<file path="config.mk">
export PLATFORM = sky130hd
export DESIGN_NAME = lsu_mem_stage
export DESIGN_NICKNAME = d
export VERILOG_FILES = /design/src/rtl/lsu_mem_stage.sv
export SDC_FILE = /design/constraint.sdc
export NUM_CORES = 1
export LEC_CHECK = 0
export BUFFER_PORTS_ARGS = -buffer_cell sky130_fd_sc_hd__buf_2
export CORE_AREA = 3 3 122 124
export CTS_BUF_LIST = sky130_fd_sc_hd__clkbuf_4 sky130_fd_sc_hd__clkbuf_8
export DETAILED_ROUTE_END_ITERATION = 10
export DIE_AREA = 0 0 125 127
export GPL_TIMING_DRIVEN = 0
export PLACE_DENSITY_LB_ADDON = 0.2
export RECOVER_POWER = 25
export SLEW_MARGIN = 25
export SYNTH_ARGS = -nofsm -noshare
export SYNTH_HDL_FRONTEND = slang
export SYNTH_SLANG_ARGS = --single-unit
</file>
<file path="constraint.sdc">
create_clock -name clk -period 4.7 [get_ports clk]
set_input_delay 0.47 -clock clk [delete_from_list [all_inputs] [get_ports clk]]
set_output_delay 0.47 -clock clk [all_outputs]
set_load 0.005 [all_outputs]
</file>
<file path="src/rtl/lsu_mem_stage.sv">
// Load/store unit MEM stage: D-cache handshake, sub-word load extraction and
// read-modify-write for SB/SH. Optional misaligned trap via LSU_MISALIGN_TRAP_EN.
module lsu_mem_stage #(
  parameter int BIT_W   = 32,
  parameter bit SUBWORD = 1'b1
) (
  input  logic             clk,
  input  logic             rst_n,
  input  logic             valid_in,
  input  logic [BIT_W-1:0] alu_result_in,
  input  logic [BIT_W-1:0] mem_wdata_in,
  input  logic [BIT_W-1:0] PC_plus_4_in,
  input  logic [2:0]       funct3_in,
  input  logic             memrd_in,
  input  logic             memwr_in,
  input  logic             mem2reg_in,
  input  logic             regwr_in,
  input  logic [4:0]       rd_in,
  output logic [BIT_W-1:0] alu_result_out,
  output logic [BIT_W-1:0] mem_dat,
  output logic [BIT_W-1:0] PC_plus_4_out,
  output logic [4:0]       rd_out,
  output logic             mem2reg_out,
  output logic             regwr_out,
  output logic             valid_out,
  output logic             misalign_out,
  output logic             DCACHE_ren,
  output logic             DCACHE_wen,
  output logic [BIT_W-3:0] DCACHE_addr,
  output logic [BIT_W-1:0] DCACHE_wdata,
  input  logic [BIT_W-1:0] DCACHE_rdata,
  input  logic             DCACHE_stall,
  output logic             mem_stall
);

  typedef enum logic [1:0] {IDLE, RMW_RD, RMW_WR} state_t;

  state_t           state, state_nxt;
  logic             rmw_done;
  logic [BIT_W-1:0] merge_q;
  logic [2:0]       f3;
  logic [1:0]       lane;
  logic             is_load, is_store, sub_store, mis, rmw_start;
  logic             ren_c, wen_c;
  logic [BIT_W-1:0] wdata_c;

  function automatic logic [BIT_W-1:0] load_ext(input logic [BIT_W-1:0] w,
                                               input logic [2:0] fn,
                                               input logic [1:0] a);
    logic [7:0]  b;
    logic [15:0] h;
    case (a)
      2'd0:    b = w[7:0];
      2'd1:    b = w[15:8];
      2'd2:    b = w[23:16];
      default: b = w[31:24];
    endcase
    h = a[1] ? w[31:16] : w[15:0];
    case (fn)
      3'b000:  load_ext = {{(BIT_W-8){b[7]}}, b};
      3'b100:  load_ext = {{(BIT_W-8){1'b0}}, b};
      3'b001:  load_ext = {{(BIT_W-16){h[15]}}, h};
      3'b101:  load_ext = {{(BIT_W-16){1'b0}}, h};
      default: load_ext = w;
    endcase
  endfunction

  function automatic logic [BIT_W-1:0] merge_word(input logic [BIT_W-1:0] w,
                                                 input logic [BIT_W-1:0] d,
                                                 input logic [2:0] fn,
                                                 input logic [1:0] a);
    merge_word = w;
    if (fn[1:0] == 2'b00) begin
      case (a)
        2'd0:    merge_word[7:0]   = d[7:0];
        2'd1:    merge_word[15:8]  = d[7:0];
        2'd2:    merge_word[23:16] = d[7:0];
        default: merge_word[31:24] = d[7:0];
      endcase
    end else if (a[1]) begin
      merge_word[31:16] = d[15:0];
    end else begin
      merge_word[15:0] = d[15:0];
    end
  endfunction

  // With SUBWORD=0 every access behaves as a word access.
  assign f3        = SUBWORD ? funct3_in : 3'b010;
  assign lane      = alu_result_in[1:0];
  assign is_store  = valid_in & memwr_in;
  assign is_load   = valid_in & memrd_in & ~memwr_in;
  assign sub_store = is_store & SUBWORD & (f3[1:0] == 2'b00 || f3[1:0] == 2'b01);

`ifdef LSU_MISALIGN_TRAP_EN
  assign mis = (is_load | is_store) &
               (((f3[1:0] == 2'b01) & lane[0]) | ((f3[1:0] == 2'b10) & (|lane)));
`else
  assign mis = 1'b0;
`endif

  // rmw_done blocks a restart of the same store while it retires from IDLE.
  assign rmw_start = (state == IDLE) & sub_store & ~mis & ~rmw_done;
  assign mem_stall = DCACHE_stall | (state != IDLE) | rmw_start;

  always_ff @(posedge clk or negedge rst_n) begin
    if (!rst_n) state <= IDLE;
    else        state <= state_nxt;
  end

  always_comb begin
    state_nxt = state;
    case (state)
      IDLE:    if (rmw_start) state_nxt = DCACHE_stall ? RMW_RD : RMW_WR;
      RMW_RD:  if (!DCACHE_stall) state_nxt = RMW_WR;
      RMW_WR:  if (!DCACHE_stall) state_nxt = IDLE;
      default: state_nxt = IDLE;
    endcase
  end

  always_comb begin
    ren_c   = 1'b0;
    wen_c   = 1'b0;
    wdata_c = mem_wdata_in;
    case (state)
      IDLE: begin
        if (rmw_start)                      ren_c = 1'b1;
        else if (!mis && !sub_store) begin
          if (is_store)     wen_c = 1'b1;
          else if (is_load) ren_c = 1'b1;
        end
      end
      RMW_RD: ren_c = 1'b1;
      RMW_WR: begin
        wen_c   = 1'b1;
        wdata_c = merge_q;
      end
      default: ;
    endcase
  end

  assign DCACHE_ren   = ren_c & rst_n;
  assign DCACHE_wen   = wen_c & rst_n;
  assign DCACHE_wdata = wdata_c;
  assign DCACHE_addr  = alu_result_in[BIT_W-1:2];

  always_ff @(posedge clk or negedge rst_n) begin
    if (!rst_n) begin
      merge_q  <= '0;
      rmw_done <= 1'b0;
    end else begin
      if ((rmw_start || state == RMW_RD) && !DCACHE_stall)
        merge_q <= merge_word(DCACHE_rdata, mem_wdata_in, f3, lane);
      if (state == RMW_WR && !DCACHE_stall) rmw_done <= 1'b1;
      else if (!mem_stall)                  rmw_done <= 1'b0;
    end
  end

  // MEM/WB boundary
  always_ff @(posedge clk or negedge rst_n) begin
    if (!rst_n) begin
      alu_result_out <= '0;
      mem_dat        <= '0;
      PC_plus_4_out  <= '0;
      rd_out         <= '0;
      mem2reg_out    <= 1'b0;
      regwr_out      <= 1'b0;
      valid_out      <= 1'b0;
      misalign_out   <= 1'b0;
    end else if (!mem_stall) begin
      alu_result_out <= alu_result_in;
      mem_dat        <= (is_load && !mis) ? load_ext(DCACHE_rdata, f3, lane) : '0;
      PC_plus_4_out  <= PC_plus_4_in;
      rd_out         <= rd_in;
      mem2reg_out    <= mem2reg_in;
      regwr_out      <= valid_in & regwr_in & ~mis;
      valid_out      <= valid_in;
      misalign_out   <= mis;
    end
  end

endmodule

</file>
==> results of run 1 <==
-- cells in the final DEF (no fill, tap or decap), types with 2 or more instances in the layout --
master,count
clkbuf_4,14
clkinv_2,3
buf_2,312
or4b_2,7
or4_1,3
inv_1,4
a32o_1,7
mux2_2,111
a221oi_1,2
nor3b_1,2
buf_4,21
nand2_1,44
nor2b_1,2
and3b_1,7
mux2i_1,17
a211o_1,7
dfrtp_1,139
bufinv_16,2
or3_1,7
a21oi_1,16
clkbuf_1,42
o21a_1,3
nand3_1,9
nand2b_1,26
o21ai_0,57
clkinvlp_4,2
nor2_1,6
o2bb2ai_1,14
o21ai_1,2
a31oi_1,2
o22ai_1,4
buf_6,2
a22o_1,17
clkbuf_8,20
-- synth_stat cells (all sizes together), types with 3 or more instances --
| library cell | n | area [um2] |
|---|---|---|
| nand2b | 26 | 163 |
| and3b | 7 | 61.3 |
| nand3 | 9 | 45.0 |
| or4 | 3 | 22.5 |
| a32o | 7 | 70.1 |
| a22o | 18 | 166 |
| buf | 54 | 360 |
| o21ai | 60 | 304 |
| dfrtp | 139 | 3480 |
| o22ai | 4 | 25.0 |
| clkbuf | 22 | 82.6 |
| or4b | 7 | 70.1 |
| nor2 | 6 | 22.5 |
| o2bb2ai | 14 | 123 |
| nand2 | 44 | 165 |
| mux2 | 111 | 1250 |
| a21oi | 16 | 80.1 |
| or3 | 7 | 43.8 |
| mux2i | 17 | 170 |
| a211o | 7 | 61.3 |
| o21a | 3 | 22.5 |
| a31oi | 3 | 33.8 |
| inv | 4 | 15.0 |
-- layer usage --
layer | up-vias | routed length, um | GRT usage [%]
li1 | 2801 | - | -
met1 | 2909 | 8170 | 32.4
met3 | 53 | 1590 | 5.60
met5 | - | 0 | 0
met2 | 310 | 11000 | 46.4
met4 | 0 | 762 | 11.8
-- registers in the layout (all words and copies together) (netlist names), 2 cells and up --
register        flops
merge_q            32
rd_out              5
PC_plus_4_out      32
mem_dat            32
alu_result_out     32
state               2
-- area by class of cell --
| cell class | count | area [um2] | area share [%] |
|---|---|---|---|
| Buffer | 76 | 443 | 4.85 |
| Clock buffer | 24 | 305 | 3.34 |
| Clock inverter | 7 | 90.1 | 0.986 |
| Inverter | 4 | 15.0 | 0.164 |
| Multi-Input combinational cell | 382 | 2990 | 32.8 |
| Sequential cell | 139 | 3480 | 38.1 |
| Tap cell | 180 | 225 | 2.47 |
| Timing Repair Buffer | 314 | 1580 | 17.3 |
-- power by group through the flow --
stage | clock, W | sequential [W] | combinational (W)
2_1_floorplan | 0 | 0.00161 | 0.000459
3_3_place_gp | 0 | 0.00161 | 0.000896
3_5_place_dp | 0 | 0.00162 | 0.000919
4_1_cts | 0.000987 | 0.00160 | 0.000923
5_1_grt | 0.00103 | 0.00164 | 0.00100
6_report | 0.000964 | 0.00161 | 0.000908
-- worst max-delay path, cell delays in order (launching register included) --
cell      delay (ps)
dfrtp_1          390
nor4bb_1         460
or4_1            180
buf_2            220
buf_6            190
buf_2            220
buf_2            160
-- final timing paths --
path                                                       to  slack [ps]  cells past startpoint
max in group asynchronous                state[1]$_DFFE_PN0P_        3410                      3
min in group asynchronous       alu_result_out[6]$_DFFE_PN0N_         540                      2
worst max-delay path                                mem_stall        1970                      6
worst min-delay path             PC_plus_4_out[6]$_DFFE_PN0N_         260                      2
worst min register to register         mem_dat[0]$_DFFE_PN0N_         480                      2
worst max register to register  PC_plus_4_out[24]$_DFFE_PN0N_        2660                      5
-- timing repair --
| action | CTS | global route |
|---|---|---|
| buffers inserted | 0 | 0 |
| endpoints found under the hold margin | 49 | 0 |
| resized for setup | 0 | 0 |
| hold buffers | 1 | 0 |
-- logic make-up after synthesis --
family,after synthesis
AO/OA/AOI/OAI,135
buffers and inverters,80
flip-flops,139
multiplexers,128
other,1
AND/OR/NAND/NOR,118
-- per-stage QoR --
stage	util, %	hold WS, ps
2_1_floorplan	-	174
3_3_place_gp	62.8	456
3_5_place_dp	63.1	409
4_1_cts	66.0	231
5_1_grt	65.8	233
6_report	65.8	262
==> summary.md, run 1 <==
| Metric | Value |
|---|---|
| Result of the run | `finished clean` |
| Number of pins exceeding their max-slew limit in the final report | `0` |
| Synthesized area per cell | `11.5 um2` |
| Setup TNS after final layout | `0 ps` |
| Dominant register cell in the synthesized netlist | `dfrtp_1` |
| Count of unresolved DRC violations after routing | `0` |
| Vias | `approximately 6100` |
| DR vias/cell | `5.39` |
| Number of clock buffers inserted by TritonCTS | `17` |
| Share of post-route cells with drive strength above 1 | `52.9%` |
| Fraction of synthesis flops using an asynchronous set or reset pin | `100%` |
| Worst-case clock buffer depth | `2` |
| Count of synthesis-stage warnings from yosys | `0` |
| Setup Viol. Count Final | `0` |
| Data required time of the worst path | `4230 ps` |
| Start point of the worst hold path | `PC_plus_4_in[6]` |
| Antenna violation net count after detailed routing | `0` |
| Wire length of the first global-routing pass | `roughly 33000 um` |
| Total chip power | `0.00348 W` |
| Measured slew at the worst slew-check pin | `611 ps` |
| Sinks on the clock net | `139` |
| Vias in the first global route | `about 6000` |
| Initial core utilization | `49.9%` |
| All-Layer GR Usage | `about 27%` |
| Sequential-to-total area share from yosys stat | `50.2%` |
| Critical path type | `reg -> out` |
| Comb power frac | `26.1%` |
| Level count of the clock H-tree | `4` |
| Switching share of power | `29.0%` |
| N_diodes | `0` |
| Core Area | `13900 um2` |
| Worst clock skew | `11.9 ps` |
| Total wire length after detailed routing | `~22000 um` |
| Endpoint arrival time on the critical path | `2260 ps` |
| Post-layout nets | `1078` |
| Y dimension of the die | `127 um` |
| Initial antenna violation count | `0` |
| Layout-stage area growth over the synthesis result | `31.8%` |
| Die W | `125 um` |
| Port bufs | `312` |
| Final setup slack of the worst path | `1970 ps` |
| Routed len/inst | `between 15 and 20 um` |
| Worst-skew pair later-pin latency | `~450 ps` |
| Mapped cell area | `approximately 6900 um2` |
| Share of total power in sequential cells | `46.2%` |
| Number of nets produced by synthesis | `745` |
| Crit end category | `output port` |
| Reported max-cap violation count | `0` |
| Clock Pin Slew Worst Setup and Hold Paths | `~70 ps` |
| Post-synth EDFFs | `0` |
| Type of the worst min-delay path | `in -> reg` |
| Portion of total power attributed to the clock network | `between 20% and 30%` |
| Period utilisation layout | `58.1%` |
| Static leakage | `4.55 nW` |
| Unrepaired setup endpoints after global routing | `no` |
| Initial DRC Count | `between 400 and 500` |
| Final-layout fill cell count | `1157` |
| Switch Pwr | `0.00101 W` |
| Maximum number of pins on one net before global-route repair | `93` |
| Synthesized instance count | `~600` |
| Post-Place Setup Slack | `2200 ps` |
| Top fanout value on the critical path | `10` |
| Tightest slew margin relative to the limit | `approximately 60%` |
| Area fraction in and, or, nand and nor cells after synthesis | `9.48%` |
| Portion of netlist area occupied by mux cells | `roughly a fifth` |
| Final Hold Fails | `0` |
| Cell internal power dissipation | `0.00247 W` |
| Post-DP Area | `8750 um2` |
| Layout Cell Area excl Fill | `between 9000 and 10000 um2` |
| Top-level port count | `roughly 310` |
| Xor and xnor fraction of the mapped netlist area | `0%` |
| Synthesized-area fraction occupied by ao, oa, aoi and oai cells | `between 10% and 20%` |
| Row cnt | `43` |
| Final Wtd Congestion | `0.972` |
| Startpoint Class | `flip-flop` |
| Clock tree root buffer cell | `clkbuf_8` |
| Synthesis-stage register bit count | `139` |
| Count of unique library cells instantiated by Yosys | `39` |
| Worst-case vdd ir drop | `between 0.15 and 0.2 mV` |
| Cell Count Post-Placement | `1094` |
| Largest family of logic cells by synthesized area | `multiplexers` |
| Time the final worst path needs with I/O delays and setup | `2730 ps` |
| Peak clock frequency supported by timing | `366 MHz` |
| Adder-Cell Fraction of Synth Area | `0%` |
| CTS tree | `built` |
| Full die area | `15900 um2` |
| Power per unit of standard cell area | `381 nW/um2` |
| Final global-route overflow total | `0` |
| Non-Filler Instances | `about 1100` |
| Detailed-routing iteration count for the pre-antenna-repair pass | `5` |
| Reg-to-reg startpoint | `rmw_done$_DFFE_PN0P_` |
| DPL Wire Length | `16900 um` |
| Worst setup path start | `rmw_done$_DFFE_PN0P_` |
Power figures use the tool's default switching activity.
==> run 2, diff against run 1 <==
--- a/config.mk
+++ b/config.mk
@@ -6,10 +6,10 @@
 export NUM_CORES = 1
 export LEC_CHECK = 0
 export BUFFER_PORTS_ARGS = -buffer_cell sky130_fd_sc_hd__buf_2
-export CORE_AREA = 3 3 122 124
+export CORE_MARGIN = 3
+export CORE_UTILIZATION = 49
 export CTS_BUF_LIST = sky130_fd_sc_hd__clkbuf_4 sky130_fd_sc_hd__clkbuf_8
 export DETAILED_ROUTE_END_ITERATION = 10
-export DIE_AREA = 0 0 125 127
 export GPL_TIMING_DRIVEN = 0
 export PLACE_DENSITY_LB_ADDON = 0.2
 export RECOVER_POWER = 25
==> constraint.sdc (replaced) <==
create_clock -name clk -period 2.6 [get_ports clk]
set_input_delay 0.26 -clock clk [delete_from_list [all_inputs] [get_ports clk]]
set_output_delay 0.26 -clock clk [all_outputs]
set_load 0.005 [all_outputs]
==> summary.md, run 2 (same netlist as run 1, synthesis figures left out) <==
| Metric | Value |
|---|---|
| Result of the run | `finished clean` |
| Peak clock frequency supported by timing | `405 MHz` |
| Cell internal power dissipation | `0.00440 W` |
| Wire length of the first global-routing pass | `34500 um` |
| Routed len/inst | `19.8 um` |
| Switching share of power | `30.0%` |
| Period utilisation layout | `94.9%` |
| All-Layer GR Usage | `~28%` |
| Post-DP Area | `approximately 8700 um2` |
| Static leakage | `between 4 and 5 nW` |
| Core Area | `13600 um2` |
| Y dimension of the die | `~120 um` |
| Area taken by multi-input logic gates | `3000 um2` |
| Reported max-cap violation count | `0` |
| Crit end category | `output port` |
| Clock tree root buffer cell | `clkbuf_8` |
| Switch Pwr | `approximately 0.0019 W` |
| Worst-skew pair later-pin latency | `440 ps` |
| Portion of total power attributed to the clock network | `roughly 28%` |
| Port bufs | `approximately 310` |
| Reg-to-reg startpoint | `state[1]$_DFFE_PN0P_` |
| Worst-case vdd ir drop | `0.306 mV` |
| Tightest slew margin relative to the limit | `53.5%` |
| Full die area | `roughly 16000 um2` |
| Data required time of the worst path | `between 2000 and 2500 ps` |
| CTS tree | `built` |
| Critical path type | `reg -> out` |
| Hold Path End | `PC_plus_4_out[20]$_DFFE_PN0N_` |
| Maximum number of pins on one net before global-route repair | `84` |
| Layout Cell Area excl Fill | `9120 um2` |
| Unrepaired setup endpoints after global routing | `no` |
| Share of total power in sequential cells | `a little under half` |
| Clock Pin Slew Worst Setup and Hold Paths | `about 80 ps` |
| Number of clock buffers inserted by TritonCTS | `17` |
| Power per unit of standard cell area | `between 600 and 700 nW/um2` |
| Final Hold Fails | `0` |
| Initial core utilization | `51.1%` |
| Detailed-routing iteration count for the pre-antenna-repair pass | `7` |
| Measured slew at the worst slew-check pin | `between 600 and 700 ps` |
| Total wire length after detailed routing | `22200 um` |
| Time the final worst path needs with I/O delays and setup | `2470 ps` |
| Top library cells by usage in the layout, fill and taps aside | `306 x buf_2, 139 x dfrtp_1, 111 x mux2_2` |
| Row cnt | `42` |
| Number of pins exceeding their max-slew limit in the final report | `0` |
| Type of the worst min-delay path | `in -> reg` |
| Startpoint Class | `flip-flop` |
| Post-route core utilization | `between 60% and 70%` |
| Start point of the worst hold path | `PC_plus_4_in[20]` |
| Vias in the first global route | `6167` |
| Top fanout value on the critical path | `10` |
| Initial antenna violation count | `0` |
| Initial DRC Count | `383` |
| Comb power frac | `26.4%` |
| Number of cells on the worst hold path | `2` |
| Most frequent standard cell in the layout excluding fill and tap cells | `buf_2` |
| Endpoint arrival time on the critical path | `2210 ps` |
| Worst-case clock buffer depth | `2` |
| Share of post-route cells with drive strength above 1 | `52.4%` |
| DPL Wire Length | `17000 um` |
| Antenna violation net count after detailed routing | `0` |
| R2R setup slack | `620 ps` |
| Critical R2R Capture | `mem_dat[6]$_DFFE_PN0N_` |
| Vias | `6154` |
| Setup Viol. Count Final | `0` |
| Final-layout fill cell count | `1151` |
| Final global-route overflow total | `0` |
| N_diodes | `0` |
| Setup TNS after final layout | `0 ps` |
| Sequential cell area | `around 3500 um2` |
| Die W | `125 um` |
| Total chip power | `0.00628 W` |
| Sinks on the clock net | `139` |
| Worst clock skew | `11.2 ps` |
| Top-level port count | `314` |
| Post-layout nets | `1078` |
| Final Wtd Congestion | `0.950` |
| Layout-stage area growth over the synthesis result | `31.6%` |
| Count of unresolved DRC violations after routing | `0` |
| Post-CTS setup-driven buffer insertion count | `0` |
| Number of cells on the worst reg-to-reg path | `4` |
| DR vias/cell | `5.48` |
| Level count of the clock H-tree | `4` |
==> run 2: cell count changes in the layout (fill, tap and decap cells not counted), sizes merged <==
cell / delta
clkinv: +5
clkbuf: -4
clkinvlp: -1
==> run 2: layout make-up <==
cell class | instances | area share, %
clock buffer | 20 | 2.88
multi-input combinational | 382 | 32.9
tap | 176 | 2.41
sequential | 139 | 38.1
buffer | 76 | 4.88
timing repair buffer | 314 | 17.3
clock inverter | 11 | 1.34
inverter | 4 | 0.165
==> run 2: per-stage QoR <==
stage	cells	setup slack, ps	hold WS (ps)
3_5_place_dp	1090	547	220
4_1_cts	1122	79.5	19.6
6_report	1122	132	42.9
2_1_floorplan	601	863	-35.6
3_3_place_gp	1089	-804	456
5_1_grt	1122	6.66	24.8
==> run 2: timing repair <==
action	in CTS	in global routing
gates resized for setup	0	2
hold endpoints to repair	58	0
setup endpoints to repair	0	4
hold buffers	1	0
==> run 2: how the worst max path moves through the flow <==
stage / startpoint / endpoint / slack (ps) / depth (start not counted)
2_1_floorplan: state[1]$_DFFE_PN0P_ / mem_dat[20]$_DFFE_PN0N_ / 860 / 5
3_3_place_gp: rst_n / DCACHE_wen / -800 / 3
6_report: state[1]$_DFFE_PN0P_ / DCACHE_wdata[6] / 130 / 5
4_1_cts: state[1]$_DFFE_PN0P_ / DCACHE_wdata[6] / 80 / 5
3_5_place_dp: funct3_in[1] / merge_q[15]$_DFFE_PN0P_ / 550 / 8
5_1_grt: state[1]$_DFFE_PN0P_ / DCACHE_wdata[25] / 7 / 5
==> run 2: power by group through the flow <==
| stage | Combinational [W] | Clock (W) | Sequential, W |
|---|---|---|---|
| floorplan | 0.000830 | 0 | 0.00291 |
| global placement | 0.00163 | 0 | 0.00291 |
| detailed placement | 0.00167 | 0 | 0.00293 |
| CTS | 0.00168 | 0.00176 | 0.00289 |
| global route | 0.00183 | 0.00187 | 0.00295 |
| finish | 0.00166 | 0.00173 | 0.00289 |
==> run 2: routing by layer <==
| layer | part of all wire [%] | track usage, % | up-vias | wire length [um] |
|---|---|---|---|---|
| met1 | 38 | 34.3 | 2976 | 8400 |
| met3 | 8.2 | 6.90 | 52 | 1820 |
| met4 | 3.2 | 10.9 | 0 | 712 |
| met2 | 51 | 48.8 | 331 | 11200 |
| li1 | - | - | 2795 | - |
| met5 | 0 | 0 | - | 0 |
==> run 2: critical path: stages, from the launching register on <==
cell and delay (ps):
dfrtp_1 470, nor2b_1 160, clkbuf_1 300, clkbuf_4 320, mux2_2 380, buf_2 130
==> run 3, diff against run 2 <==
--- a/config.mk
+++ b/config.mk
@@ -12,7 +12,6 @@
 export DETAILED_ROUTE_END_ITERATION = 10
 export GPL_TIMING_DRIVEN = 0
 export PLACE_DENSITY_LB_ADDON = 0.2
-export RECOVER_POWER = 25
 export SLEW_MARGIN = 25
 export SYNTH_ARGS = -nofsm -noshare
 export SYNTH_HDL_FRONTEND = slang
==> summary.md, run 3 (same netlist as run 1, synthesis figures left out) <==
| Metric | Value |
|---|---|
| Die W | `roughly 120 um` |
| Detailed-routing iteration count for the pre-antenna-repair pass | `5` |
| Port bufs | `312` |
| Top-level port count | `314` |
| Buffers plus inverters on the worst setup path | `3` |
| Final global-route overflow total | `0` |
| Static leakage | `between 4 and 5 nW` |
| Number of clock buffers inserted by TritonCTS | `17` |
| Hold Worst Slack | `46.9 ps` |
| Share of total power in sequential cells | `between 40% and 50%` |
| All-Layer GR Usage | `between 20% and 30%` |
| Row cnt | `42` |
| Family with the most delay on the worst path | `buffers and inverters` |
| Final setup slack of the worst path | `140 ps` |
| Worst-skew pair later-pin latency | `about 440 ps` |
| DR vias/cell | `5.48` |
| Post-CTS setup-driven buffer insertion count | `0` |
| Maximum number of pins on one net before global-route repair | `84` |
| Total length of routed met3 wires | `1610 um` |
| Cells along the critical path | `nor2b_1 > clkbuf_1 > clkbuf_4 > mux2_2 > buf_2` |
| Vias | `a little over 6000` |
| Period utilisation layout | `94.6%` |
| Crit end category | `output port` |
| Portion of total power attributed to the clock network | `27.5%` |
| Full die area | `15600 um2` |
| Time the final worst path needs with I/O delays and setup | `2460 ps` |
| Antenna violation net count after detailed routing | `0` |
| Wire length of the first global-routing pass | `roughly 34000 um` |
| Clock Pin Slew Worst Setup and Hold Paths | `80 ps` |
| Metal1 wirelength | `8670 um` |
| Top library cells by usage in the layout, fill and taps aside | `331 x buf_2, 139 x dfrtp_1, 111 x mux2_2` |
| Standard cell with the maximum stage delay on the critical path | `dfrtp_1` |
| Initial DRC Count | `394` |
| Total wire length after detailed routing | `22200 um` |
| Post-route core utilization | `67.5%` |
| Post-layout nets | `1078` |
| DPL Wire Length | `17000 um` |
| Highest routed metal layer | `met4` |
| Critical path type | `reg -> out` |
| Largest stage delay on the critical path | `roughly 470 ps` |
| Data required time of the worst path | `between 2000 and 2500 ps` |
| Cell internal power dissipation | `0.00440 W` |
| Comb power frac | `a little over a quarter` |
| Unrepaired setup endpoints after global routing | `no` |
| Peak clock frequency supported by timing | `slightly above 400 MHz` |
| Total chip power | `0.00628 W` |
| Initial core utilization | `51.1%` |
| CTS tree | `built` |
| Worst clock skew | `9.34 ps` |
| Routed len/inst | `approximately 20 um` |
| Y dimension of the die | `125 um` |
| Result of the run | `finished clean` |
| Measured slew at the worst slew-check pin | `699 ps` |
| Final Hold Fails | `0` |
| Endpoint arrival time on the critical path | `2200 ps` |
| Reported max-cap violation count | `0` |
| Level count of the clock H-tree | `4` |
| Layout-stage area growth over the synthesis result | `32.1%` |
| Number of pins exceeding their max-slew limit in the final report | `0` |
| Tightest slew margin relative to the limit | `53.0%` |
| Setup Viol. Count Final | `0` |
| Top fanout value on the critical path | `10` |
| Switching share of power | `30.0%` |
| Most frequent standard cell in the layout excluding fill and tap cells | `buf_2` |
| Clock tree root buffer cell | `clkbuf_8` |
| Initial antenna violation count | `0` |
| Post-Place Setup Slack | `about 550 ps` |
| Share of post-route cells with drive strength above 1 | `55.1%` |
| Power per unit of standard cell area | `686 nW/um2` |
| Type of the worst min-delay path | `in -> reg` |
| Vias in the first global route | `6167` |
| Startpoint Class | `flip-flop` |
| Worst-case clock buffer depth | `2` |
| Final Wtd Congestion | `between 0.9 and 1` |
| Count of unresolved DRC violations after routing | `0` |
| Sinks on the clock net | `139` |
| Worst-case vdd ir drop | `around 0.31 mV` |
| Met2 Routed Length | `11200 um` |
| Switch Pwr | `about 0.0019 W` |
| Core Area | `13600 um2` |
run 3: changes by cell type in the layout (fill, tap and decap cells not counted), sizes merged:
cell | previous run | this run
diode | 0 | 1
clkbuf | 72 | 43
buf | 337 | 366
run 3: worst reg2reg max path, stage by stage, from the launching register on:
cell,delay (ps)
dfrtp_1,460
nor4_1,660
clkbuf_1,460
o21ai_0,170
o21ai_0,160
run 3: per-layer routing:
layer | vias up | global-route usage, %
met2 | 292 | 48.8
li1 | 2803 | -
met1 | 3001 | 34.3
met4 | 0 | 10.9
met3 | 53 | 6.90
met5 | - | 0
run 3: cell type report:
type / count / area, um2
Multi-Input combinational cell: 382 / 3000
Sequential cell: 139 / 3480
Buffer: 76 / 445
Antenna cell: 1 / 2.50
Clock buffer: 20 / 263
Tap cell: 176 / 220
Fill cell: 1136 / 4400
Clock inverter: 11 / 123
Timing Repair Buffer: 314 / 1610
Inverter: 4 / 15.0
run 3: through the flow:
stage / TNS, ps / cells / instance area (um2)
2_1_floorplan: 0 / 601 / 6930
3_3_place_gp: -101190 / 1089 / 8710
3_5_place_dp: 0 / 1090 / 8750
4_1_cts: 0 / 1122 / 9140
5_1_grt: 0 / 1122 / 9150
6_report: 0 / 1123 / 9160
run 3: path summary, 6_finish.rpt:
kind	startpoint	end	slack, ps	cells past startpoint
max	state[1]$_DFFE_PN0P_	DCACHE_wdata[6]	140	5
min	PC_plus_4_in[20]	PC_plus_4_out[20]$_DFFE_PN0N_	50	2
max reg2reg	state[1]$_DFFE_PN0P_	mem_dat[6]$_DFFE_PN0N_	610	4
min reg2reg	mem_dat[4]$_DFFE_PN0N_	mem_dat[4]$_DFFE_PN0N_	480	2
max in group asynchronous	rst_n	merge_q[29]$_DFFE_PN0P_	1510	3
min in group asynchronous	rst_n	mem_dat[31]$_DFFE_PN0N_	320	2
run 3: power by group through the flow:
stage	combinational (W)	sequential [W]	clock, W
global route	0.00183	0.00295	0.00187
detailed placement	0.00167	0.00293	0
floorplan	0.000830	0.00291	0
finish	0.00166	0.00289	0.00173
CTS	0.00168	0.00289	0.00176
global placement	0.00163	0.00291	0
run 3: what timing repair did:
| item | 4_1_cts | 5_1_grt |
|---|---|---|
| endpoints found under the hold margin | 58 | 0 |
| resized for setup | 0 | 2 |
| endpoints found under the setup margin | 0 | 4 |
| hold buffers | 1 | 0 |
